==> config.mk <==
export PLATFORM = sky130hd
export DESIGN_NAME = lab3_vec_seq
export DESIGN_NICKNAME = d
export VERILOG_FILES = /design/src/rtl/lab3_vec_seq.sv
export SDC_FILE = /design/constraint.sdc
export NUM_CORES = 1
export LEC_CHECK = 0
export ABC_CLOCK_PERIOD_IN_PS = 2200
export BUFFER_PORTS_ARGS = -buffer_cell sky130_fd_sc_hd__buf_2
export CAP_MARGIN = 20
export CORE_ASPECT_RATIO = 1.75
export CORE_MARGIN = 10
export CORE_UTILIZATION = 43
export DETAILED_ROUTE_END_ITERATION = 8
export GPL_TIMING_DRIVEN = 0
export PLACE_DENSITY = 0.68
export SETUP_SLACK_MARGIN = 0.02
export SYNTH_ARGS = -nofsm -noshare
export SYNTH_HDL_FRONTEND = slang
export SYNTH_SLANG_ARGS = --single-unit
==> constraint.sdc <==
create_clock -name clk -period 2.2 [get_ports clk]
set_input_delay 0.11 -clock clk [delete_from_list [all_inputs] [get_ports clk]]
set_output_delay 0.11 -clock clk [all_outputs]
set_load 0.01 [all_outputs]
==> src/rtl/lab3_vec_seq.sv <==
// Drives the eight 3-bit input vectors of the lab3 combinational stage, holding each
// for PERIOD cycles, and packs the {y,x} responses into a 16-bit result word.
module lab3_vec_seq #(
    parameter int PERIOD = 10
) (
    input  logic        clk,
    input  logic        rst_n,
    input  logic        start,
    input  logic        x,
    input  logic        y,
    output logic        a,
    output logic        b,
    output logic        c,
    output logic        busy,
    output logic        done,
    output logic [2:0]  vec_idx,
    output logic [15:0] resp,
    output logic [1:0]  dbg_state
);

    generate
        if (PERIOD < 1 || PERIOD > 255) begin : g_bad_period
            $error("lab3_vec_seq: PERIOD must be in 1..255");
        end
    endgenerate

    localparam logic [7:0] CNT_LAST = 8'(PERIOD - 1);

    typedef enum logic [1:0] {
        ST_IDLE   = 2'd0,
        ST_HOLD   = 2'd1,
        ST_FINISH = 2'd2
    } state_e;

    state_e      state_q, state_d;
    logic [7:0]  cnt_q, cnt_d;
    logic [2:0]  idx_q, idx_d;
    logic [2:0]  abc_q, abc_d;
    logic        busy_q, busy_d;
    logic        done_q, done_d;
    logic [15:0] resp_q, resp_d;

    // Handshake: start is a level request, looked at only in IDLE; done is a one-cycle pulse.
    always_comb begin
        state_d = state_q;
        cnt_d   = cnt_q;
        idx_d   = idx_q;
        abc_d   = abc_q;
        busy_d  = busy_q;
        done_d  = 1'b0;
        resp_d  = resp_q;
        case (state_q)
            ST_IDLE: begin
                cnt_d  = 8'd0;
                idx_d  = 3'd0;
                abc_d  = 3'd0;
                busy_d = 1'b0;
                if (start) begin
                    state_d = ST_HOLD;
                    busy_d  = 1'b1;
                    resp_d  = 16'h0000;
                end
            end
            ST_HOLD: begin
                if (cnt_q == CNT_LAST) begin
                    // Last cycle of this vector's window: the stage output has settled.
                    resp_d[{idx_q, 1'b0} +: 2] = {y, x};
                    cnt_d = 8'd0;
                    if (idx_q == 3'd7) begin
                        state_d = ST_FINISH;
                        idx_d   = 3'd0;
                        abc_d   = 3'd0;
                        busy_d  = 1'b0;
                        done_d  = 1'b1;
                    end else begin
                        idx_d = idx_q + 3'd1;
                        abc_d = idx_q + 3'd1;
                    end
                end else begin
                    cnt_d = cnt_q + 8'd1;
                end
            end
            ST_FINISH: begin
                state_d = ST_IDLE;
                busy_d  = 1'b0;
            end
            default: begin
                state_d = ST_IDLE;
                cnt_d   = 8'd0;
                idx_d   = 3'd0;
                abc_d   = 3'd0;
                busy_d  = 1'b0;
            end
        endcase
    end

    always_ff @(posedge clk or negedge rst_n) begin
        if (!rst_n) begin
            state_q <= ST_IDLE;
            cnt_q   <= 8'd0;
            idx_q   <= 3'd0;
            abc_q   <= 3'd0;
            busy_q  <= 1'b0;
            done_q  <= 1'b0;
            resp_q  <= 16'h0000;
        end else begin
            state_q <= state_d;
            cnt_q   <= cnt_d;
            idx_q   <= idx_d;
            abc_q   <= abc_d;
            busy_q  <= busy_d;
            done_q  <= done_d;
            resp_q  <= resp_d;
        end
    end

    assign {a, b, c} = abc_q;
    assign busy      = busy_q;
    assign done      = done_q;
    assign vec_idx   = idx_q;
    assign resp      = resp_q;
    assign dbg_state = state_q;

endmodule

==> metrics.cfg <==
[detailed_routing]
ant_nets=0
num_vias=1482
route.detailed.wl_per_inst_um=18.2
drcViolationCount=0
drt_wl_total_um=4560
drt_iter0_drc=110
vias_per_cell=5.90
first_pass_iters=6

[logic_synthesis]
synthMuxAreaShare_pct=0
synth_top_family_by_area=compound AO/OA/AOI/OAI gates
synthArstFlopShare_pct=100
yosysMostFrequentCell=dfrtp_1
synthAdderAreaFrac_pct=6.78
ys_types=39
synth_common_cells=dfrtp_1, o21ai_0, nand2_1
synth_ff_type=dfrtp_1
synth_edf_count=0
synth_area_um2=1660
ys_ff_latch=31
yosys.area.top_type=dfrtp_1
syn_area_per_cell_um2=10.2
netlist_instances=163
synth_xor_area_share_pct=0.527
yosys_warnings=0
synth-compound-area-share_pct=22.9
synth_fp_nets=177
synth_seq_area_share_pct=46.7
yosysTopAreaCellShare_pct=46.7
yosys.area_share.simple_pct=17.7
ys_top_cells_by_area=dfrtp_1, ha_1, o21ai_0, o2bb2ai_1, nand2_1

[layout]
antenna_cells=0
areaGrowthSynthToFinish_pct=25.2
final_core_utilization_pct=56.7
fillers=316
final_cells=251
drive_above_1_share_pct=30.7
fin_nets=219

[setup_path]
arrival_ns=2.27
cp_max_fo=9
crit_top_cell=ha_4
required_ns=2.37
crit_path_cell_trace=inv_2 -> ha_4 -> ha_4 -> clkbuf_8 -> or4b_4 -> a21oi_4 -> o21ai_2 -> a32o_1
critPathMaxStageDelay_ns=0.48
path_class=flop to flop
end_kind=flop
startpoint_type=flop
slowest_stage=or4b_4

[cts]
numCtsBuffers=5
clk_pin_slew_ns=0.06
cts_root_buf=clkbuf_8
htreeDepth=2
cts_tree=built
clock_sink_count=31
clk_latency_ns=0.28
clockBufferDepth=2

[timing]
finalCriticalPeriod_ns=2.10
rsz0062_at_grt=false
finalSetupViolations=0
finalSetupTns_ns=0
tightest_slew_ns=0.689
max_freq_mhz=477
period_share_pct=95.4
finClkSkew_ns=0.00641
finalWorstSetupSlack_ns=0.102
hold_viol=0
relSlewSlack_pct=53.7
drv_slew=0

[pwr]
share_clk_of_total_power_pct=42.0
power.net_switching_mw=0.233
ir_drop_v=0.000511
seqPwrFrac_pct=54.3
p_leak_nw=0.930
p_int_mw=0.838
p_total_mw=1.07
power_frac_comb_pct=3.7
swShare_pct=21.7
p_per_area_nw_per_um2=515

[min_path]
hp-class=input pin to flop

[global_route]
grt_first_pass_wirelength_um=7650
groute.usage.overall_pct=14.1
grt_pass1_vias=1593
antenna_found_initial=0
grt_max_degree=32
grt_overflow=0

[floorplanning]
initial_utilization_pct=45.3
core_area_um2=3660
die_w_um=67.0
dieArea_um2=6850
dieHeight_um=102
ioPinCount=31
rows=29

[place]
place_hpwl_um=3390
place_congestion=0.894
dp_slack_ns=-0.0794
io_buffers=30
numPlacedInstances=239

[status]
status=finished, final reports clean

[flow_run]
maxCapViolations=0

==> power by group through the flow <==
stage / combinational [mW] / clock [mW] / sequential, mW
global placement: 0.0377 / 0 / 0.592
detailed placement: 0.0393 / 0 / 0.592
CTS: 0.0407 / 0.457 / 0.582
floorplan: 0.00777 / 0 / 0.596
global route: 0.0441 / 0.476 / 0.582
finish: 0.0393 / 0.450 / 0.582
==> worst max-delay path: cells and delay by family, from the launching register on <==
family          cells  cell delay, ns
simple gates        1            0.48
buf+inv             2            0.23
fa+ha+maj           2            0.45
compound gates      3            0.44
flops               1            0.39
==> area by class of cell <==
class / instances / area (µm²) / share of cell area [%]
Buffer: 9 / 70.1 / 3.37
Clock inverter: 1 / 5.00 / 0.241
Multi-Input combinational cell: 115 / 865 / 41.6
Clock buffer: 6 / 82.6 / 3.97
Tap cell: 46 / 57.6 / 2.77
Inverter: 8 / 30.0 / 1.44
Timing Repair Buffer: 35 / 190 / 9.15
Sequential cell: 31 / 779 / 37.5
==> cells in the final DEF (no fill, tap or decap), types with 3 or more instances in the layout <==
| cell | count |
|---|---|
| buf_2 | 30 |
| dfrtp_1 | 28 |
| o21ai_0 | 17 |
| nand2_1 | 16 |
| o2bb2ai_1 | 8 |
| clkbuf_8 | 7 |
| ha_1 | 7 |
| buf_4 | 7 |
| inv_1 | 6 |
| nand2b_1 | 5 |
| a32o_1 | 5 |
| a21oi_1 | 5 |
| nand3_1 | 5 |
| a31oi_1 | 5 |
| and3_1 | 4 |
| clkbuf_1 | 3 |
| nor4_1 | 3 |
| nor3_1 | 3 |
| dfrtp_2 | 3 |
==> path summary, 6_finish.rpt <==
| check | start | cells past startpoint | end | slack [ns] |
|---|---|---|---|---|
| max in group asynchronous | rst_n | 2 | abc_q[0] | 1.31 |
| setup reg to reg | abc_q[1] | 8 | resp[9] | 0.10 |
| min in group asynchronous | rst_n | 2 | resp[7] | 0.41 |
| setup / recovery | abc_q[1] | 8 | resp[9] | 0.10 |
| hold / removal | x | 3 | resp[2] | 0.16 |
| hold reg to reg | resp[4] | 1 | resp[4] | 0.48 |
==> repair_timing <==
item,CTS,global route
hold buffers,1,0
gates resized for setup,1,10
setup endpoints to repair,4,11
pin swaps,0,0
setup buffers,4,0
endpoints found under the hold margin,31,0
==> sequential cells by signal, indices dropped and copies added, names as in the netlist <==
register / count
dbg_state: 2
resp: 16
cnt_q: 8
done: 1
abc_q: 3
busy: 1
==> cell families after synthesis <==
group / after synthesis
AND/OR/NAND/NOR: 51
AO/OA/AOI/OAI: 54
adder cells (fa/ha/maj): 9
flip-flops: 31
XOR/XNOR: 1
buffers and inverters: 17
==> per-layer routing <==
| layer | vias to the layer above | global-route usage [%] | wire length, µm |
|---|---|---|---|
| met2 | 52 | 27.0 | 2730 |
| met1 | 725 | 13.3 | 1510 |
| met4 | 0 | 5.56 | 55 |
| met5 | - | 0 | 0 |
| met3 | 5 | 4.05 | 258 |
| li1 | 700 | - | - |
==> metrics by stage <==
| stage | instance area, µm² | hold slack (ns) |
|---|---|---|
| finish | 2080 | 0.161 |
| global route | 2080 | 0.165 |
| CTS | 2020 | 0.155 |
| detailed placement | 1890 | 0.193 |
| global placement | 1890 | 0.169 |
| floorplan | 1680 | -0.186 |
Power figures use the tool's default switching activity.
